--- src/rtl/nibble_serial_cla_subtractor_if.sv ---
// Operand/result handshake bundle for nibble_serial_cla_subtractor.
// SUB_ADD_MODE_EN adds the op select (0 = subtract, 1 = add).
interface nibble_serial_cla_subtractor_if #(
    parameter int WIDTH = 32
);
    logic             in_valid;
    logic             in_ready;
    logic [WIDTH-1:0] a;
    logic [WIDTH-1:0] b;
    logic             bin;
`ifdef SUB_ADD_MODE_EN
    logic             op;
`endif
    logic             out_valid;
    logic             out_ready;
    logic [WIDTH-1:0] diff;
    logic             bout;
    logic             overflow;
    logic             busy;

`ifdef SUB_ADD_MODE_EN
    modport master (
        output in_valid, a, b, bin, op, out_ready,
        input  in_ready, out_valid, diff, bout, overflow, busy
    );
    modport slave (
        input  in_valid, a, b, bin, op, out_ready,
        output in_ready, out_valid, diff, bout, overflow, busy
    );
`else
    modport master (
        output in_valid, a, b, bin, out_ready,
        input  in_ready, out_valid, diff, bout, overflow, busy
    );
    modport slave (
        input  in_valid, a, b, bin, out_ready,
        output in_ready, out_valid, diff, bout, overflow, busy
    );
`endif
endinterface

--- src/rtl/nibble_serial_cla_subtractor.sv ---
// Serial A - B - Bin, one 4-bit carry-lookahead slice per clock behind valid/ready.
// SUB_ADD_MODE_EN: adds op input; op=1 computes A + B + Bin instead.
//
// state | meaning
// IDLE  | waiting for operands, in_ready=1
// RUN   | computing slice k, busy=1
// DONE  | result held, out_valid=1 until out_ready
module nibble_serial_cla_subtractor #(
    parameter int WIDTH = 32
) (
    input logic                           clk,
    input logic                           rst_n,
    nibble_serial_cla_subtractor_if.slave bus
);
    localparam int N  = WIDTH / 4;
    localparam int KW = (N > 2) ? $clog2(N) : 1;

    typedef enum logic [1:0] {IDLE, RUN, DONE} state_t;

    state_t           state;
    state_t           state_nxt;
    logic [KW-1:0]    k;
    logic             c;
    logic [WIDTH-1:0] a_r;
    logic [WIDTH-1:0] b_r;
    logic [WIDTH-1:0] diff_r;
    logic             bout_r;
    logic             ovf_r;
    logic             op_r;
    logic             op_in;
    logic             accept;
    logic             last;

    logic [KW+1:0]    base;
    logic [3:0]       sa;
    logic [3:0]       sb;
    logic [3:0]       g;
    logic [3:0]       p;
    logic [4:0]       cc;
    logic [3:0]       sum;
    logic             grp_g;
    logic             grp_p;
    logic [WIDTH-1:0] diff_nxt;
    logic             ovf_nxt;

`ifdef SUB_ADD_MODE_EN
    assign op_in = bus.op;
`else
    assign op_in = 1'b0;
`endif

    assign accept = bus.in_valid & bus.in_ready;
    assign last   = (k == KW'(N - 1));

    // Slice k: B is inverted for subtraction so the borrow chain becomes a carry chain.
    always_comb begin
        base  = {k, 2'b00};
        sa    = a_r[base +: 4];
        sb    = op_r ? b_r[base +: 4] : ~b_r[base +: 4];
        g     = sa & sb;
        p     = sa | sb;
        grp_g = g[3] | (p[3] & g[2]) | (p[3] & p[2] & g[1]) | (p[3] & p[2] & p[1] & g[0]);
        grp_p = &p;
        cc[0] = c;
        cc[1] = g[0] | (p[0] & c);
        cc[2] = g[1] | (p[1] & g[0]) | (p[1] & p[0] & c);
        cc[3] = g[2] | (p[2] & g[1]) | (p[2] & p[1] & g[0]) | (p[2] & p[1] & p[0] & c);
        cc[4] = grp_g | (grp_p & c);
        sum   = sa ^ sb ^ cc[3:0];
        diff_nxt = diff_r;
        diff_nxt[base +: 4] = sum;
        if (op_r)
            ovf_nxt = ~(a_r[WIDTH-1] ^ b_r[WIDTH-1]) & (a_r[WIDTH-1] ^ diff_nxt[WIDTH-1]);
        else
            ovf_nxt = (a_r[WIDTH-1] ^ b_r[WIDTH-1]) & (a_r[WIDTH-1] ^ diff_nxt[WIDTH-1]);
    end

    always_ff @(posedge clk or negedge rst_n) begin
        if (!rst_n)
            state <= IDLE;
        else
            state <= state_nxt;
    end

    always_comb begin
        state_nxt = state;
        case (state)
            IDLE: if (accept) state_nxt = RUN;
            RUN:  if (last) state_nxt = DONE;
            DONE: if (bus.out_ready) state_nxt = accept ? RUN : IDLE;
            default: state_nxt = IDLE;
        endcase
    end

    always_comb begin
        bus.in_ready  = (state == IDLE) | ((state == DONE) & bus.out_ready);
        bus.out_valid = (state == DONE);
        bus.busy      = (state == RUN);
    end

    always_ff @(posedge clk or negedge rst_n) begin
        if (!rst_n) begin
            a_r    <= '0;
            b_r    <= '0;
            op_r   <= 1'b0;
            c      <= 1'b0;
            k      <= '0;
            diff_r <= '0;
            bout_r <= 1'b0;
            ovf_r  <= 1'b0;
        end else if (accept) begin
            a_r    <= bus.a;
            b_r    <= bus.b;
            op_r   <= op_in;
            c      <= op_in ? bus.bin : ~bus.bin;
            k      <= '0;
            diff_r <= '0;
        end else if (state == RUN) begin
            diff_r <= diff_nxt;
            c      <= cc[4];
            if (last) begin
                k      <= '0;
                bout_r <= op_r ? cc[4] : ~cc[4];
                ovf_r  <= ovf_nxt;
            end else begin
                k <= k + 1'b1;
            end
        end
    end

    assign bus.diff     = diff_r;
    assign bus.bout     = bout_r;
    assign bus.overflow = ovf_r;
endmodule

--- src/flat_wrapper.sv ---
// flat-port wrapper written by rule: the top's interface ports become plain ports
module nibble_serial_cla_subtractor_flat 
#(
    parameter int WIDTH = 32
)
  (clk, rst_n, bus_in_valid, bus_a, bus_b, bus_bin, bus_out_ready, bus_in_ready, bus_out_valid, bus_diff, bus_bout, bus_overflow, bus_busy);
  nibble_serial_cla_subtractor_if #(.WIDTH(WIDTH)) bus_i ();
  input logic clk;
  input logic rst_n;
  input wire logic [$bits(bus_i.in_valid)-1:0] bus_in_valid;
  input wire logic [$bits(bus_i.a)-1:0] bus_a;
  input wire logic [$bits(bus_i.b)-1:0] bus_b;
  input wire logic [$bits(bus_i.bin)-1:0] bus_bin;
  input wire logic [$bits(bus_i.out_ready)-1:0] bus_out_ready;
  output wire logic [$bits(bus_i.in_ready)-1:0] bus_in_ready;
  output wire logic [$bits(bus_i.out_valid)-1:0] bus_out_valid;
  output wire logic [$bits(bus_i.diff)-1:0] bus_diff;
  output wire logic [$bits(bus_i.bout)-1:0] bus_bout;
  output wire logic [$bits(bus_i.overflow)-1:0] bus_overflow;
  output wire logic [$bits(bus_i.busy)-1:0] bus_busy;
  assign bus_i.in_valid = bus_in_valid;
  assign bus_i.a = bus_a;
  assign bus_i.b = bus_b;
  assign bus_i.bin = bus_bin;
  assign bus_i.out_ready = bus_out_ready;
  assign bus_in_ready = bus_i.in_ready;
  assign bus_out_valid = bus_i.out_valid;
  assign bus_diff = bus_i.diff;
  assign bus_bout = bus_i.bout;
  assign bus_overflow = bus_i.overflow;
  assign bus_busy = bus_i.busy;
  nibble_serial_cla_subtractor #(.WIDTH(WIDTH)) u_core (.clk(clk), .rst_n(rst_n), .bus(bus_i));
endmodule
--- config.mk ---
export PLATFORM = sky130hd
export DESIGN_NAME = nibble_serial_cla_subtractor_flat
export DESIGN_NICKNAME = d
export VERILOG_FILES = /design/src/rtl/nibble_serial_cla_subtractor_if.sv /design/src/rtl/nibble_serial_cla_subtractor.sv /design/src/flat_wrapper.sv
export SDC_FILE = /design/constraint.sdc
export NUM_CORES = 1
export LEC_CHECK = 0
export ABC_AREA = 1
export CORE_MARGIN = 3
export CORE_UTILIZATION = 47
export DETAILED_ROUTE_END_ITERATION = 12
export GPL_TIMING_DRIVEN = 1
export PLACE_DENSITY = 0.77
export SKIP_CTS_REPAIR_TIMING = 1
export SYNTH_ARGS = -nofsm -noshare
export SYNTH_HDL_FRONTEND = slang
export SYNTH_SLANG_ARGS = --single-unit
--- constraint.sdc ---
create_clock -name clk -period 2.3 [get_ports clk]
set_input_delay 0.46 -clock clk [delete_from_list [all_inputs] [get_ports clk]]
set_output_delay 0.46 -clock clk [all_outputs]
set_load 0.01 [all_outputs]
-- Word-level counts from Yosys, hierarchy flattened
Index checks and enable logic that the tools add are counted.
- mux-type cells: 13
- shift-type cells: 4
- equal/unequal tests: 6
- reductions and logical operators: 5
- bitwise gates (word level): 39
- add/subtract/negate cells: 2
- operators with widths (kind ; count):
    $mux W32 ; 2
    $shiftx A32 B6 Y4 ; 2
    $bwmux W32 ; 1
    $shift A4 B7 Y32 const A ; 1
    $shiftx A4 B7 Y32 ; 1
    $and A1 B1 Y1 ; 18
    $or A1 B1 Y1 ; 11
    $mux W3 ; 3
    $xor A4 B4 Y4 ; 2
    $neg A5 Y7 ; 1
    $mux W2 ; 3
    $pmux W2 S3 ; 1
    $reduce_and A3 Y1 ; 2
    $and A4 B4 Y4 ; 1
    $ne A2 B1 Y1 const B ; 2
    $not A4 Y4 ; 1
    $or A4 B4 Y4 ; 1
    $reduce_and A4 Y1 ; 1
    $add A3 B1 Y3 const B ; 1
    $eq A3 B3 Y1 const B ; 1
    $mux W1 ; 3
    $not A1 Y1 ; 3
    $eq A2 B1 Y1 const B ; 1
    $eq A2 B2 Y1 const B ; 1
    other kinds (4) ; 5
- bits of input ports: 69
- register bits after elaboration: 104
- output and inout port bits: 37

-- Depth between registers and ports, before layout
Gate-level depths: netlist (run 1).
- depth in word-level cells: 12
- mapped depth: 22

-- Worst setup path before layout (run 1)
Ideal clock, no wire load.
- path type: register to register
- start: reg u_core.k[0]
- end: reg u_core.diff_r[13] (netlist: u_core.bus.diff[13])
- data arrival time: 2377 ps
- setup time: 67 ps
- path slack: -144 ps
- period minus slack after synthesis: 2444 ps
- cell stages (with the launch flop): 15
- required time: 2233 ps
- buffers on the path: 2
- cell sequence: dfrtp_1 > buf_6 > inv_2 > clkbuf_1 > nor2_1 > o22ai_1 > nand2_1 > o21ai_1 > inv_1 > fa_1 > xor2_1 > inv_1 > nand2_1 > nor3_1 > a32o_1
- word-level cells in the longest chain between the ends: 12
- elaborated cells between the ends (all ways): 28
- RTL lines (element ; RTL line ; text):
    start: declaration ; nibble_serial_cla_subtractor.sv:22 ; logic [KW-1:0] k;
    start signal: assignment ; nibble_serial_cla_subtractor.sv:126 ; k <= k + 1'b1;
    $shiftx A32 B6 Y4 ; -- ;
    $not A4 Y4 ; nibble_serial_cla_subtractor.sv:59 ; sb = op_r ? b_r[base +: 4] : ~b_r[base +: 4];
    $or A4 B4 Y4 or $and A4 B4 Y4 (tied branches) ; nibble_serial_cla_subtractor.sv:61, nibble_serial_cla_subtractor.sv:60 ;
    $and A1 B1 Y1 ; nibble_serial_cla_subtractor.sv:67 ; cc[3] = g[2] | (p[2] & g[1]) | (p[2] & p[1] & g[0]) | (p[2] & p[1] & p[0] & c);
    $or A1 B1 Y1 or $and A1 B1 Y1 (tied branches) (2 in series) ; nibble_serial_cla_subtractor.sv:67 ;
    $or A1 B1 Y1 ; nibble_serial_cla_subtractor.sv:67 ;
    $xor A4 B4 Y4 ; nibble_serial_cla_subtractor.sv:69 ; sum = sa ^ sb ^ cc[3:0];
    $shiftx A4 B7 Y32 ; nibble_serial_cla_subtractor.sv:71 ; diff_nxt[base +: 4] = sum;
    $bwmux W32 * ; nibble_serial_cla_subtractor.sv:71 ;
    $mux W32 * ; nibble_serial_cla_subtractor.sv:118 ; end else if (state == RUN) begin
    $mux W32 * ; nibble_serial_cla_subtractor.sv:111 ; end else if (accept) begin
    end signal: assignment ; nibble_serial_cla_subtractor.sv:119 ; diff_r <= diff_nxt;
    end: declaration ; nibble_serial_cla_subtractor.sv:26 ; logic [WIDTH-1:0] diff_r;
Every way passes the cells marked *; elsewhere a longest branch is shown, timed or not. The select of a mux whose other input is x is not followed.
A chain may end at the register's enable or synchronous reset.

-- Worst setup path after layout (run 1)
- start: reg u_core.k[1]
- end: reg u_core.ovf_r (netlist: u_core.bus.overflow)
- word-level cells in the longest chain between the ends: 12
- elaborated cells between the ends (all ways): 30
- RTL lines (element ; RTL line ; text):
    $shiftx A32 B6 Y4 ; -- ;
    $not A4 Y4 ; nibble_serial_cla_subtractor.sv:59 ;
    $or A4 B4 Y4 or $and A4 B4 Y4 (tied branches) ; nibble_serial_cla_subtractor.sv:61, nibble_serial_cla_subtractor.sv:60 ;
    $and A1 B1 Y1 ; nibble_serial_cla_subtractor.sv:67 ;
    $or A1 B1 Y1 or $and A1 B1 Y1 (tied branches) (2 in series) ; nibble_serial_cla_subtractor.sv:67 ;
    $or A1 B1 Y1 ; nibble_serial_cla_subtractor.sv:67 ;
    $xor A4 B4 Y4 ; nibble_serial_cla_subtractor.sv:69 ;
    $shiftx A4 B7 Y32 ; nibble_serial_cla_subtractor.sv:71 ;
    $bwmux W32 ; nibble_serial_cla_subtractor.sv:71 ;
    $xor A1 B1 Y1 ; -- ;
    $and A1 B1 Y1 ; nibble_serial_cla_subtractor.sv:75 ; ovf_nxt = (a_r[WIDTH-1] ^ b_r[WIDTH-1]) & (a_r[WIDTH-1] ^ diff_nxt[WIDTH-1]);
    end signal: assignment ; nibble_serial_cla_subtractor.sv:124 ; ovf_r <= ovf_nxt;
    end: declaration ; nibble_serial_cla_subtractor.sv:28 ; logic ovf_r;
Parallel ways exist; a longest one is shown, timed or not.

==> results of run 1 <==
[cells by family after synthesis]
logic type                 count (synthesis)  share of synthesized area (%)
DFF                                      104                           50.2
and+or+nand+nor                          341                           28.2
adders and majority gates                 16                           4.01
AOI/OAI and AO/OA                         96                           10.5
buffers and inverters                     74                           6.81
xor gates and xnor gates                   2                          0.338
[sequential cells by signal, summed over array words and instances, names as in the netlist]
name,cells
u_core.bus.diff,32
u_core.b_r,32
u_core.state,2
u_core.c,1
u_core.bus.overflow,1
u_core.k,3
u_core.bus.bout,1
u_core.a_r,32
[placed cells by master, fill, tap and decap left out, drive strengths merged]
master / netlist / layout
a32o: 2 / 2
buf: 22 / 58
clkbuf: 7 / 11
clkdlybuf4s50: 0 / 104
clkinv: 1 / 1
clkinvlp: 0 / 4
dfrtp: 104 / 104
dlygate4sd3: 0 / 1
fa: 1 / 1
ha: 15 / 15
inv: 44 / 46
nand2: 244 / 244
nand3: 33 / 33
nand3b: 1 / 1
nand4: 9 / 9
nor2: 49 / 49
nor3: 5 / 5
o21ai: 71 / 71
o21bai: 1 / 1
o221ai: 1 / 1
o22ai: 17 / 17
o31ai: 3 / 3
o41ai: 1 / 1
xor2: 2 / 2
[synthesized netlist by cell type, types with 6 or more instances]
cell type	instances	area, µm²
nand4_1	8	50.1
o22ai_1	17	106
nor2_1	43	161
ha_1	15	188
buf_2	14	70.1
o21ai_1	14	70.1
inv_1	32	120
inv_2	9	33.8
nand2_1	240	901
nand3_1	30	150
dfrtp_1	104	2600
clkbuf_1	6	22.5
o21ai_0	57	285
[layout make-up]
| type | instances | area [µm²] | area share (%) |
|---|---|---|---|
| Tap cell | 136 | 170 | 2.30 |
| Clock inverter | 5 | 42.5 | 0.576 |
| Inverter | 45 | 181 | 2.46 |
| Clock buffer | 10 | 128 | 1.73 |
| Multi-Input combinational cell | 455 | 2630 | 35.6 |
| Timing Repair Buffer | 164 | 1620 | 22.0 |
| Sequential cell | 104 | 2600 | 35.3 |
| Timing Repair inverter | 1 | 5.00 | 0.0678 |
[worst register-to-register path, delay by kind of cell, from the launching register on]
family,cells,cell delay [ns]
AOI/OAI and AO/OA,3,0.47
adders and majority gates,1,0.17
buffers and inverters,4,0.42
DFF,1,0.46
and+or+nand+nor,12,0.94
[worst max path at each step]
stage                start                  end  depth (start not counted)
5_1_grt        u_core.k[1]  u_core.bus.overflow                         20
3_5_place_dp   u_core.k[0]  u_core.bus.overflow                         20
2_1_floorplan  u_core.k[0]  u_core.bus.diff[13]                         14
6_report       u_core.k[1]  u_core.bus.overflow                         20
3_3_place_gp   u_core.k[0]  u_core.bus.overflow                         20
4_1_cts        u_core.k[1]  u_core.bus.overflow                         20
[metal layers]
metal,vias up,part of all wire (%),wire length (µm)
li1,2334,-,-
met1,2366,41,5890
met2,165,51,7400
met3,28,5.0,725
met4,0,2.8,405
met5,-,0,0
[power groups by stage]
stage	Combinational, mW	Clock [mW]	Sequential (mW)
detailed placement	6.64	0	3.27
CTS	6.69	1.06	3.24
global route	9.81	1.13	3.37
global placement	6.50	0	3.24
floorplan	3.83	0	3.19
finish	9.01	1.06	3.29
==> flow_summary.json, run 1 <==
{
  "coreArea_mm2": 0.0105,
  "cts_tree": "done",
  "rr_startpoint": "u_core.k[1]",
  "ios": 106,
  "use_met1_pct": 27.3,
  "track_usage_pct": 22.2,
  "ff2ff_path_depth": 20,
  "path_delay_family": "simple AND/OR/NAND/NOR gates",
  "grt_max_degree": 54,
  "totalPowerFinal_mw": 13.4,
  "p_sw_share_pct": 46.3,
  "clock-root-buffer": "clkbuf_8",
  "cts_buffers": 9,
  "drv_cap": 0,
  "synth-seq-cells": 104,
  "firstDrtPassIters": 5,
  "intPower_mw": 7.18,
  "antenna_found_initial": 0,
  "yosys_warnings": 0,
  "min_from": "u_core.b_r[27]",
  "place_inst": 890,
  "hold_viol": 0,
  "grt-ovfl-total": 0,
  "met3_usage_pct": 4.26,
  "syn_area_mm2": 0.00518,
  "end_kind": "flip-flop",
  "ys_seq_area_share_pct": 50.2,
  "drc_errors": 0,
  "insertedDiodeCount": 0,
  "period_share_pct": 112,
  "ant_nets": 0,
  "die_h_um": 111,
  "outcome": "complete, but fails checks",
  "drv_slew": 0,
  "busiest_layer": "met2",
  "critPathMaxFanout": 7,
  "gp_congestion": 0.910,
  "cts.sink_count": 104,
  "syn_area_per_cell_um2": 8.19,
  "grt_pass1_vias": 4819,
  "wl_per_cell_um": 15.7,
  "synth-edff-count": 0,
  "viasPerCell": 5.32,
  "tightest_slew_ns": 0.363,
  "drt-initial-drc-count": 242,
  "dieArea_mm2": 0.0123,
  "hpwl_mm": 10.5,
  "required_ns": 2.57,
  "hold_path_depth": 2,
  "n_fill_cell": 786,
  "clkLatencyLatePin_ns": 0.37,
  "violations": "setup timing",
  "comb_power_share_pct": 67.5,
  "wl_mm": 14.4,
  "fmax_mhz": 389,
  "power.leakage_nw": 3.49,
  "tns_ns": -3.80,
  "min_path_type": "flip-flop to flip-flop",
  "startpoint_type": "flip-flop",
  "fin_cells": 920,
  "synthFlopType": "dfrtp_1",
  "drive_above_1_share_pct": 22.2,
  "path_buf_inv": 4,
  "slowest_delay_ns": 0.46,
  "dpl_cell_area_mm2": 0.00664,
  "grt_pass1_wl_mm": 22.5,
  "crit_type": "flip-flop to flip-flop",
  "crit_chain": "buf_6 > buf_6 > o21ai_2 > o22ai_1 > inv_1 > o21ai_2 > inv_2 > ha_4 > nor2_4 > nand2_2 > nand2_4 > nand2_4 > nand2_4 > nand3_4 > nor2_4 > nand3_1 > nand3_1 > nand2_1 > nand2_1 > nand2_1",
  "reg2reg_to": "u_core.bus.overflow",
  "syn_to_final_growth_pct": 42.5,
  "port_buffers": 105,
  "reg2reg_slack_ns": -0.27,
  "syn-num-nets": 718,
  "nets": 865,
  "power_switching_mw": 6.18,
  "clk_pin_slew_ns": 0.11,
  "fp-row-count": 37,
  "peakVddDrop_mv": 1.05,
  "slew_headroom_pct": 75.7,
  "setup_viol": 31,
  "place_ws_ns": -0.258,
  "async_reset_ff_share_pct": 100,
  "final_util_pct": 70.3,
  "htreeDepth": 3,
  "clock_power_share_pct": 7.9,
  "cp.arrival_ns": 2.85,
  "yosysUniqueCellTypes": 37,
  "fin_skew_ns": 0.0157,
  "rsz0062_at_grt": "yes",
  "syn_inst": 633,
  "power.density_mw_per_mm2": 1810,
  "clk_path_buf_depth": 2,
  "fin_hold_ws_ns": 0.496,
  "num_vias": 4893,
  "final_area_mm2": 0.00738,
  "min_period_ns": 2.57,
  "crit_slowest_cell": "dfrtp_2",
  "met2_usage_pct": 39.1,
  "min_to": "u_core.b_r[27]",
  "die_w_um": 111,
  "seq_power_share_pct": 24.6,
  "initial_utilization_pct": 49.3,
  "fin_ws_ns": -0.271
}
No activity file was read; power rests on OpenSTA's default activity.
==> inputs of run 2 (changes only) <==
--- a/config.mk
+++ b/config.mk
@@ -8,6 +8,7 @@
 export ABC_AREA = 1
 export CORE_MARGIN = 3
 export CORE_UTILIZATION = 47
+export CTS_CLUSTER_SIZE = 24
 export DETAILED_ROUTE_END_ITERATION = 12
 export GPL_TIMING_DRIVEN = 1
 export PLACE_DENSITY = 0.77
==> results of run 2 <==
The final DEF is identical to that of run 1; final timing and power are the same.
==> inputs of run 3 (changes only) <==
--- a/config.mk
+++ b/config.mk
@@ -7,12 +7,11 @@
 export LEC_CHECK = 0
 export ABC_AREA = 1
 export CORE_MARGIN = 3
-export CORE_UTILIZATION = 47
+export CORE_UTILIZATION = 49
 export CTS_CLUSTER_SIZE = 24
 export DETAILED_ROUTE_END_ITERATION = 12
-export GPL_TIMING_DRIVEN = 1
+export GPL_TIMING_DRIVEN = 0
 export PLACE_DENSITY = 0.77
-export SKIP_CTS_REPAIR_TIMING = 1
 export SYNTH_ARGS = -nofsm -noshare
 export SYNTH_HDL_FRONTEND = slang
 export SYNTH_SLANG_ARGS = --single-unit
==> constraint.sdc (replaced) <==
create_clock -name clk -period 3.24 [get_ports clk]
set_input_delay 0.648 -clock clk [delete_from_list [all_inputs] [get_ports clk]]
set_output_delay 0.648 -clock clk [all_outputs]
set_load 0.01 [all_outputs]
==> flow_summary.json, run 3 (synthesis gave the netlist of run 1 again) <==
{
  "outcome": "finished, final reports clean",
  "place_inst": 872,
  "initial_utilization_pct": 51.6,
  "path_delay_family": "simple AND/OR/NAND/NOR gates",
  "wl_mm": 13.9,
  "mostFrequentLayoutCells": "nand2_1 (240), clkdlybuf4s50_1 (104), dfrtp_1 (103)",
  "cpMostUsedCell": "nand2_1",
  "track_usage_pct": 24.5,
  "reg2reg_to": "u_core.bus.overflow",
  "setup_viol": 0,
  "firstDrtPassIters": 7,
  "nets": 835,
  "wl_per_cell_um": 15.7,
  "rsz0062_at_grt": "no",
  "slew_headroom_pct": 65.4,
  "cts_tree": "done",
  "fin_skew_ns": 0.0117,
  "fmax_mhz": 329,
  "crit_chain": "buf_6 > inv_2 > clkbuf_2 > o21ai_0 > o22ai_1 > nand2_1 > o21ai_1 > inv_1 > ha_1 > nand2_1 > nand2_1 > nand2_1 > nand2_1 > nand2_1 > nand3_1 > nor2_1 > nand3_1 > nand3_1 > nand2_1 > nand2_1 > nand2_1",
  "post-cts-setup-buffer-count": 0,
  "power.leakage_nw": 3.25,
  "clk_pin_slew_ns": 0.11,
  "cts_buffers": 9,
  "path_buf_inv": 4,
  "required_ns": 3.52,
  "ios": 106,
  "cp.arrival_ns": 3.32,
  "tightest_slew_ns": 0.519,
  "crit_start": "u_core.k[0]",
  "htreeDepth": 3,
  "final_area_mm2": 0.00664,
  "drc_errors": 0,
  "rr_startpoint": "u_core.k[0]",
  "grt_max_degree": 66,
  "drv_slew": 0,
  "dieArea_mm2": 0.0118,
  "insertedDiodeCount": 0,
  "grt_pass1_wl_mm": 22.5,
  "min_period_ns": 3.04,
  "peakVddDrop_mv": 0.493,
  "hold_viol": 0,
  "cts.sink_count": 104,
  "antenna_found_initial": 0,
  "crit_type": "flip-flop to flip-flop",
  "crit_slowest_cell": "dfrtp_1",
  "drive_above_1_share_pct": 10.3,
  "clk_path_buf_depth": 2,
  "die_w_um": 109,
  "dpl_cell_area_mm2": 0.00642,
  "num_vias": 4674,
  "drv_cap": 0,
  "ant_nets": 0,
  "die_h_um": 109,
  "clock-root-buffer": "clkbuf_8",
  "clkLatencyLatePin_ns": 0.38,
  "viasPerCell": 5.26,
  "hpwl_mm": 10.6,
  "critPathMaxFanout": 10,
  "fin_hold_ws_ns": 0.230,
  "period_share_pct": 93.9,
  "coreArea_mm2": 0.0100,
  "final_common_cell": "nand2_1",
  "reg2reg_slack_ns": 0.20,
  "grt-ovfl-total": 0,
  "ff2ff_path_depth": 21,
  "syn_to_final_growth_pct": 28.0,
  "startpoint_type": "flip-flop",
  "grt_pass1_vias": 4625,
  "power.density_mw_per_mm2": 1100,
  "end_kind": "flip-flop",
  "gp_congestion": 0.936,
  "drt-initial-drc-count": 343,
  "fp-row-count": 36,
  "min_path_type": "primary input to async pin",
  "slowest_delay_ns": 0.45,
  "fin_cells": 888,
  "port_buffers": 105
}
## run 3: cell types whose count changed in the layout (fill, tap and decap cells not counted), sizes merged
cell         previous run  this run
clkinv                  1         7
clkbuf                 11        18
clkinvlp                4         0
inv                    46        44
dlygate4sd3             1         0
buf                    58        23
## run 3: worst max path at each step
stage / to / slack, ns / cells after the start
2_1_floorplan: u_core.bus.diff[13] / 0.80 / 14
3_3_place_gp: u_core.b_r[12] / -2.29 / 1
3_5_place_dp: u_core.bus.diff[26] / 0.02 / 14
4_1_cts: u_core.bus.diff[14] / 0.02 / 14
5_1_grt: u_core.bus.diff[26] / 0.03 / 15
6_report: u_core.bus.overflow / 0.20 / 21
## run 3: power by group
part	internal [mW]	switching [mW]	leakage, nW
registers	1.89	0.397	1.33
logic	1.57	2.61	1.82
clock network	0.311	0.487	0.0992
## run 3: metrics by stage
stage	setup TNS, ns	power [mW]	setup WS (ns)	utilization [%]
5_1_grt	0	7.85	0.0271	66.1
6_report	0	7.27	0.199	66.1
3_3_place_gp	-237.19	6.23	-2.29	63.7
2_1_floorplan	0	4.91	0.796	-
4_1_cts	0	7.18	0.0172	65.9
3_5_place_dp	0	6.37	0.0213	64.0
## run 3: layout make-up
cell class / instances / area [µm²]
Clock buffer: 10 / 138
Multi-Input combinational cell: 455 / 2230
Sequential cell: 104 / 2600
Clock inverter: 6 / 56.3
Fill cell: 839 / 3410
Buffer: 29 / 184
Timing Repair Buffer: 106 / 1080
Inverter: 45 / 176
Tap cell: 133 / 166
## run 3: metal layers
metal	vias up	track usage (%)	wire length (µm)
met5	-	0	0
met4	0	7.30	271
met3	30	4.26	895
met2	191	41.2	6850
met1	2183	32.4	5890
li1	2270	-	-
## run 3: what timing repair did
item | in CTS | in global routing
endpoints found under the setup margin | 2 | 23
resized for setup | 1 | 10
endpoints found under the hold margin | 0 | 0
cloned | 0 | 0
hold buffers | 0 | 0
